<file path="config.mk">
export PLATFORM = sky130hd
export DESIGN_NAME = alu_share_arbiter
export DESIGN_NICKNAME = d
export VERILOG_FILES = /design/src/rtl/alu_share_arbiter.sv
export SDC_FILE = /design/constraint.sdc
export NUM_CORES = 1
export LEC_CHECK = 0
export CELL_PAD_IN_SITES_DETAIL_PLACEMENT = 1
export CELL_PAD_IN_SITES_GLOBAL_PLACEMENT = 1
export CORE_ASPECT_RATIO = 1.5
export CORE_UTILIZATION = 25
export DETAILED_ROUTE_END_ITERATION = 8
export PLACE_DENSITY = 0.83
export SYNTH_ARGS = -nofsm -noshare
export SYNTH_HDL_FRONTEND = slang
export SYNTH_SLANG_ARGS = --single-unit
</file>
<file path="constraint.sdc">
create_clock -name clk -period 1.7 [get_ports clk]
set_input_delay 0.255 -clock clk [delete_from_list [all_inputs] [get_ports clk]]
set_output_delay 0.255 -clock clk [all_outputs]
set_load 0.005 [all_outputs]
</file>
<file path="src/rtl/alu_share_arbiter.sv">
// alu_share_arbiter: round-robin sharing of one external ALU between two requesters
module alu_share_arbiter #(
  parameter int DATA_WIDTH = 32,
  parameter int OP_WIDTH = 4
) (
  input  logic                  clk,
  input  logic                  reset,
  input  logic                  req0_valid,
  output logic                  req0_ready,
  input  logic [OP_WIDTH-1:0]   req0_op,
  input  logic [DATA_WIDTH-1:0] req0_a,
  input  logic [DATA_WIDTH-1:0] req0_b,
  input  logic                  req1_valid,
  output logic                  req1_ready,
  input  logic [OP_WIDTH-1:0]   req1_op,
  input  logic [DATA_WIDTH-1:0] req1_a,
  input  logic [DATA_WIDTH-1:0] req1_b,
  output logic [OP_WIDTH-1:0]   alu_op,
  output logic [DATA_WIDTH-1:0] alu_a,
  output logic [DATA_WIDTH-1:0] alu_b,
  input  logic [DATA_WIDTH-1:0] alu_result,
  output logic                  rsp0_valid,
  input  logic                  rsp0_ready,
  output logic                  rsp1_valid,
  input  logic                  rsp1_ready,
  output logic [DATA_WIDTH-1:0] rsp_data,
  output logic                  busy
);
  typedef enum logic [1:0] {IDLE, EXEC, RESP} state_t;
  state_t state;
  logic [OP_WIDTH-1:0] op_q;
  logic [DATA_WIDTH-1:0] a_q, b_q, res_q;
  logic owner_q, prio_q, win, grant;
  // A lone request always wins; a tie goes to prio_q; nothing is granted while reset is held
  always_comb begin
    win = (req0_valid && req1_valid) ? prio_q : req1_valid;
    grant = state == IDLE && !reset && (req0_valid || req1_valid);
  end
  assign req0_ready = grant && !win;
  assign req1_ready = grant && win;
  assign alu_op = op_q;
  assign alu_a = a_q;
  assign alu_b = b_q;
  assign rsp0_valid = state == RESP && !owner_q;
  assign rsp1_valid = state == RESP && owner_q;
  assign rsp_data = res_q;
  assign busy = state != IDLE;
  // Accept one operation, let the ALU evaluate it for a cycle, then hold the result until its owner takes it
  always_ff @(posedge clk)
    if (reset) begin
      state <= IDLE;
      op_q <= '0;
      a_q <= '0;
      b_q <= '0;
      res_q <= '0;
      owner_q <= 1'b0;
      prio_q <= 1'b0;
    end else
      case (state)
        IDLE: if (grant) begin
          op_q <= win ? req1_op : req0_op;
          a_q <= win ? req1_a : req0_a;
          b_q <= win ? req1_b : req0_b;
          owner_q <= win;
          prio_q <= !win;
          state <= EXEC;
        end
        EXEC: begin
          res_q <= alu_result;
          state <= RESP;
        end
        RESP: if (owner_q ? rsp1_ready : rsp0_ready) state <= IDLE;
        default: state <= IDLE;
      endcase
endmodule

</file>
==> reports/metrics.csv <==
stage,metric,value,unit
critical_path,cp_slowest_stage_delay,0.51,ns
clock_tree,path_clk_slew,0.07,ns
global_routing,use_met2,37.5,%
cells_and_area,regArea,2080,sq um
power,power_switching,1.66,mW
power,p_seq_share,44.5,%
clock_tree,max-clock-path-buffers,2,
logic_synthesis,synthFlopType,dfxtp_1,
floorplan,die_x,107,um
cells_and_area,final_area,7390,sq um
timing,skew,0.0128,ns
global_routing,antenna_found_initial,1,
logic_synthesis,syn_inst,450,
timing,fmax,0.617,GHz
placed_design,gp_congestion,0.746,
clock_tree,cts.root.buffer_cell,clkbuf_16,
critical_path,critPathArrivalTime,1.37,ns
logic_synthesis,syn-num-nets,624,
route,drtIter0Drc,195,
power,power_frac_clock,30.8,%
floorplan,fp.dieH,159,um
global_routing,grt_pass1_vias,5013,
floorplan,coreArea,16200,sq um
power,irDropWorstVdd,0.429,mV
timing,fin_crit,1.62,ns
power,p_int,4.59,mW
placed_design,numPlacedInstances,904,
hold_path,hp-class,in -> reg,
critical_path,cp_cell_sequence,clkdlybuf4s50_1 -> a21boi_4 -> and2_4 -> dlygate4sd2_1,
cells_and_area,drive_gt1_share,6.17,%
timing,hold_viol,0,
clock_tree,cts.htree.levels,3,
critical_path,critPathKind,in -> out,
timing,post-route-period-util,95.3,%
power,p_per_area,847,nW/um^2
global_routing,use_met1,19.3,%
placed_design,dpl.hpwl,12900,um
power,combPwrFrac,24.8,%
floorplan,pin_count,279,
global_routing,grt_util_met3,5.08,%
logic_synthesis,synth_edf_count,0,
route,drc_errors,0,
route,antenna_left,0,
critical_path,start_kind,primary input,
logic_synthesis,yosysSeqAreaShare,50.5,%
route,wirelength,17300,um
timing,setup_violations,0,
critical_path,cp.required,1.44,ns
critical_path,cp_slowest_cell,clkdlybuf4s50_1,
timing,maxSlewViolCount,0,
cells_and_area,instances_no_fill,920,
route,vias,4701,
route,viasPerCell,5.11,
flow_run,cap_violations,0,
timing,rsz0062_at_grt,no,
placed_design,port_buffers,278,
power,switching_share,26.6,%
critical_path,critical_path.top_delay_family,buffers and inverters,
critical_path,cp.buffers_inverters,2,
clock_tree,clkSinkCount,104,
logic_synthesis,synth_cell_types,29,
placed_design,place_area,7120,sq um
cells_and_area,fill_cells,1877,
logic_synthesis,ys_seq_elements,104,
global_routing,grt_most_used_layer,met2,
logic_synthesis,ys_async_sr_fraction,0,%
floorplan,rows,57,
timing,max_slew_margin,56.3,%
logic_synthesis,synth_area,4130,sq um
route,post_drt_wl_per_cell,18.8,um
cells_and_area,area_growth_syn_to_layout,79.1,%
floorplan,fp.dieArea,17000,sq um
critical_path,end_kind,primary output,
global_routing,grt_usage,19.6,%
cells_and_area,multiInputGateArea,1810,sq um
cells_and_area,nNetsFinal,883,
global_routing,overflow,0,
floorplan,start_util,25.5,%
global_routing,grt_max_degree,69,
power,p_leak,2.82,nW
clock_tree,cts_buffers,9,
logic_synthesis,yosys_warnings,0,
global_routing,grt_pass1_wl,26000,um
logic_synthesis,postSynthAreaPerCell,9.17,sq um
timing,tightest_slew,0.656,ns
critical_path,critPathMaxFanout,3,
route,drt_first_pass_iters,4,
clock_tree,cts_tree,built,
outcome,outcome,finished clean,
clock_tree,clk_latency,0.35,ns
synthesized netlist by cell type, drive strengths merged (2+ instances only):
cell type	number	share of area [%]
nand2b	2	0.30
buf	24	3.7
a21oi	36	4.4
o21ai	21	2.5
nand4	21	3.2
dfxtp	104	50
and3	48	7.4
nor3	3	0.64
nand2	64	5.8
a221o	47	11
nor2	2	0.24
nand3	21	2.5
a31oi	21	3.2
clkbuf	26	2.4
final timing paths:
check	startpoint	endpoint	slack (ns)	cells past startpoint
setup reg to reg	state[1]$_SDFFE_PP0P_	alu_op[3]$_SDFFE_PP0P_	0.19	4
hold reg to reg	rsp_data[5]$_SDFFE_PP0N_	rsp_data[5]$_SDFFE_PP0N_	0.45	2
setup / recovery	req0_valid	req0_ready	0.08	4
hold / removal	alu_result[21]	rsp_data[21]$_SDFFE_PP0N_	0.45	3
state kept, by name (all words and copies together), names as in the netlist:
signal    flops
state         2
prio_q        1
rsp_data     32
alu_b        32
alu_a        32
owner_q       1
alu_op        4
kinds of logic (layout without fill, tap and decap cells):
family                 count (synthesis)  after routing  synth area share (%)
flip-flops                           104            104                  50.5
buffers and inverters                 51            314                  6.13
AO/OA/AOI/OAI                        127            127                  22.0
AND/OR/NAND/NOR                      167            167                  21.2
multiplexers                           1              1                 0.243
other                                  0              1                     0
layout make-up:
class / instances / area share, %
antenna: 1 / 0.0339
multi-input combinational: 295 / 24.6
timing repair buffer: 298 / 40.1
inverter: 1 / 0.0508
clock buffer: 11 / 3.15
sequential: 104 / 28.2
tap: 206 / 3.49
clock inverter: 4 / 0.423
power groups by stage:
stage	clock, mW	combinational, mW	sequential [mW]
detailed placement	0	1.56	2.83
finish	1.93	1.55	2.78
floorplan	0	0.518	2.83
global placement	0	1.51	2.82
global route	2.07	1.66	2.80
CTS	1.99	1.57	2.78
repair_timing:
item                       in CTS  in global routing
gates cloned                    0                  0
setup endpoints to repair       5                  6
hold buffers                    0                  0
gates resized for setup        10                  3
pin swaps                       2                  2
setup buffers                   0                  0
stage by stage:
step                setup TNS, ns  power [mW]  util (%)  hold WS (ns)  worst slack, ns
finish                          0        6.26      45.6         0.452           0.0792
global placement           -10.93        4.33      44.0         0.441           -0.186
CTS                             0        6.34      45.6         0.442           0.0217
detailed placement         -15.56        4.39      44.0         0.446           -0.263
global route                    0        6.53      45.6         0.451           0.0129
floorplan                       0        3.35         -         0.391            0.296
cell usage in the layout, fill, tap and decap left out, types with 2 or more instances in the layout:
cell / instances
a31oi_1: 21
buf_12: 3
a21oi_1: 35
nand2b_1: 2
nor3_1: 2
o21ai_0: 21
dfxtp_1: 102
and3_1: 47
dfxtp_2: 2
buf_2: 2
clkbuf_1: 2
dlygate4sd2_1: 4
clkinv_4: 2
a221o_1: 47
clkdlybuf4s50_1: 272
nand4_1: 21
nand3_1: 21
buf_4: 15
buf_6: 2
clkbuf_16: 9
nand2_1: 64
worst reg2reg max path: stages (launching register included):
cell and delay, ns:
dfxtp_2 0.34, nor3_4 0.24, buf_4 0.45, nand4_1 0.21
a31oi_1 0.18
layer usage:
layer	vias to the layer above	share of wire, %
met3	27	6.7
met4	0	2.3
met1	2305	36
met5	-	0
met2	179	55
li1	2190	-
No activity file was read; power rests on OpenSTA's default activity.
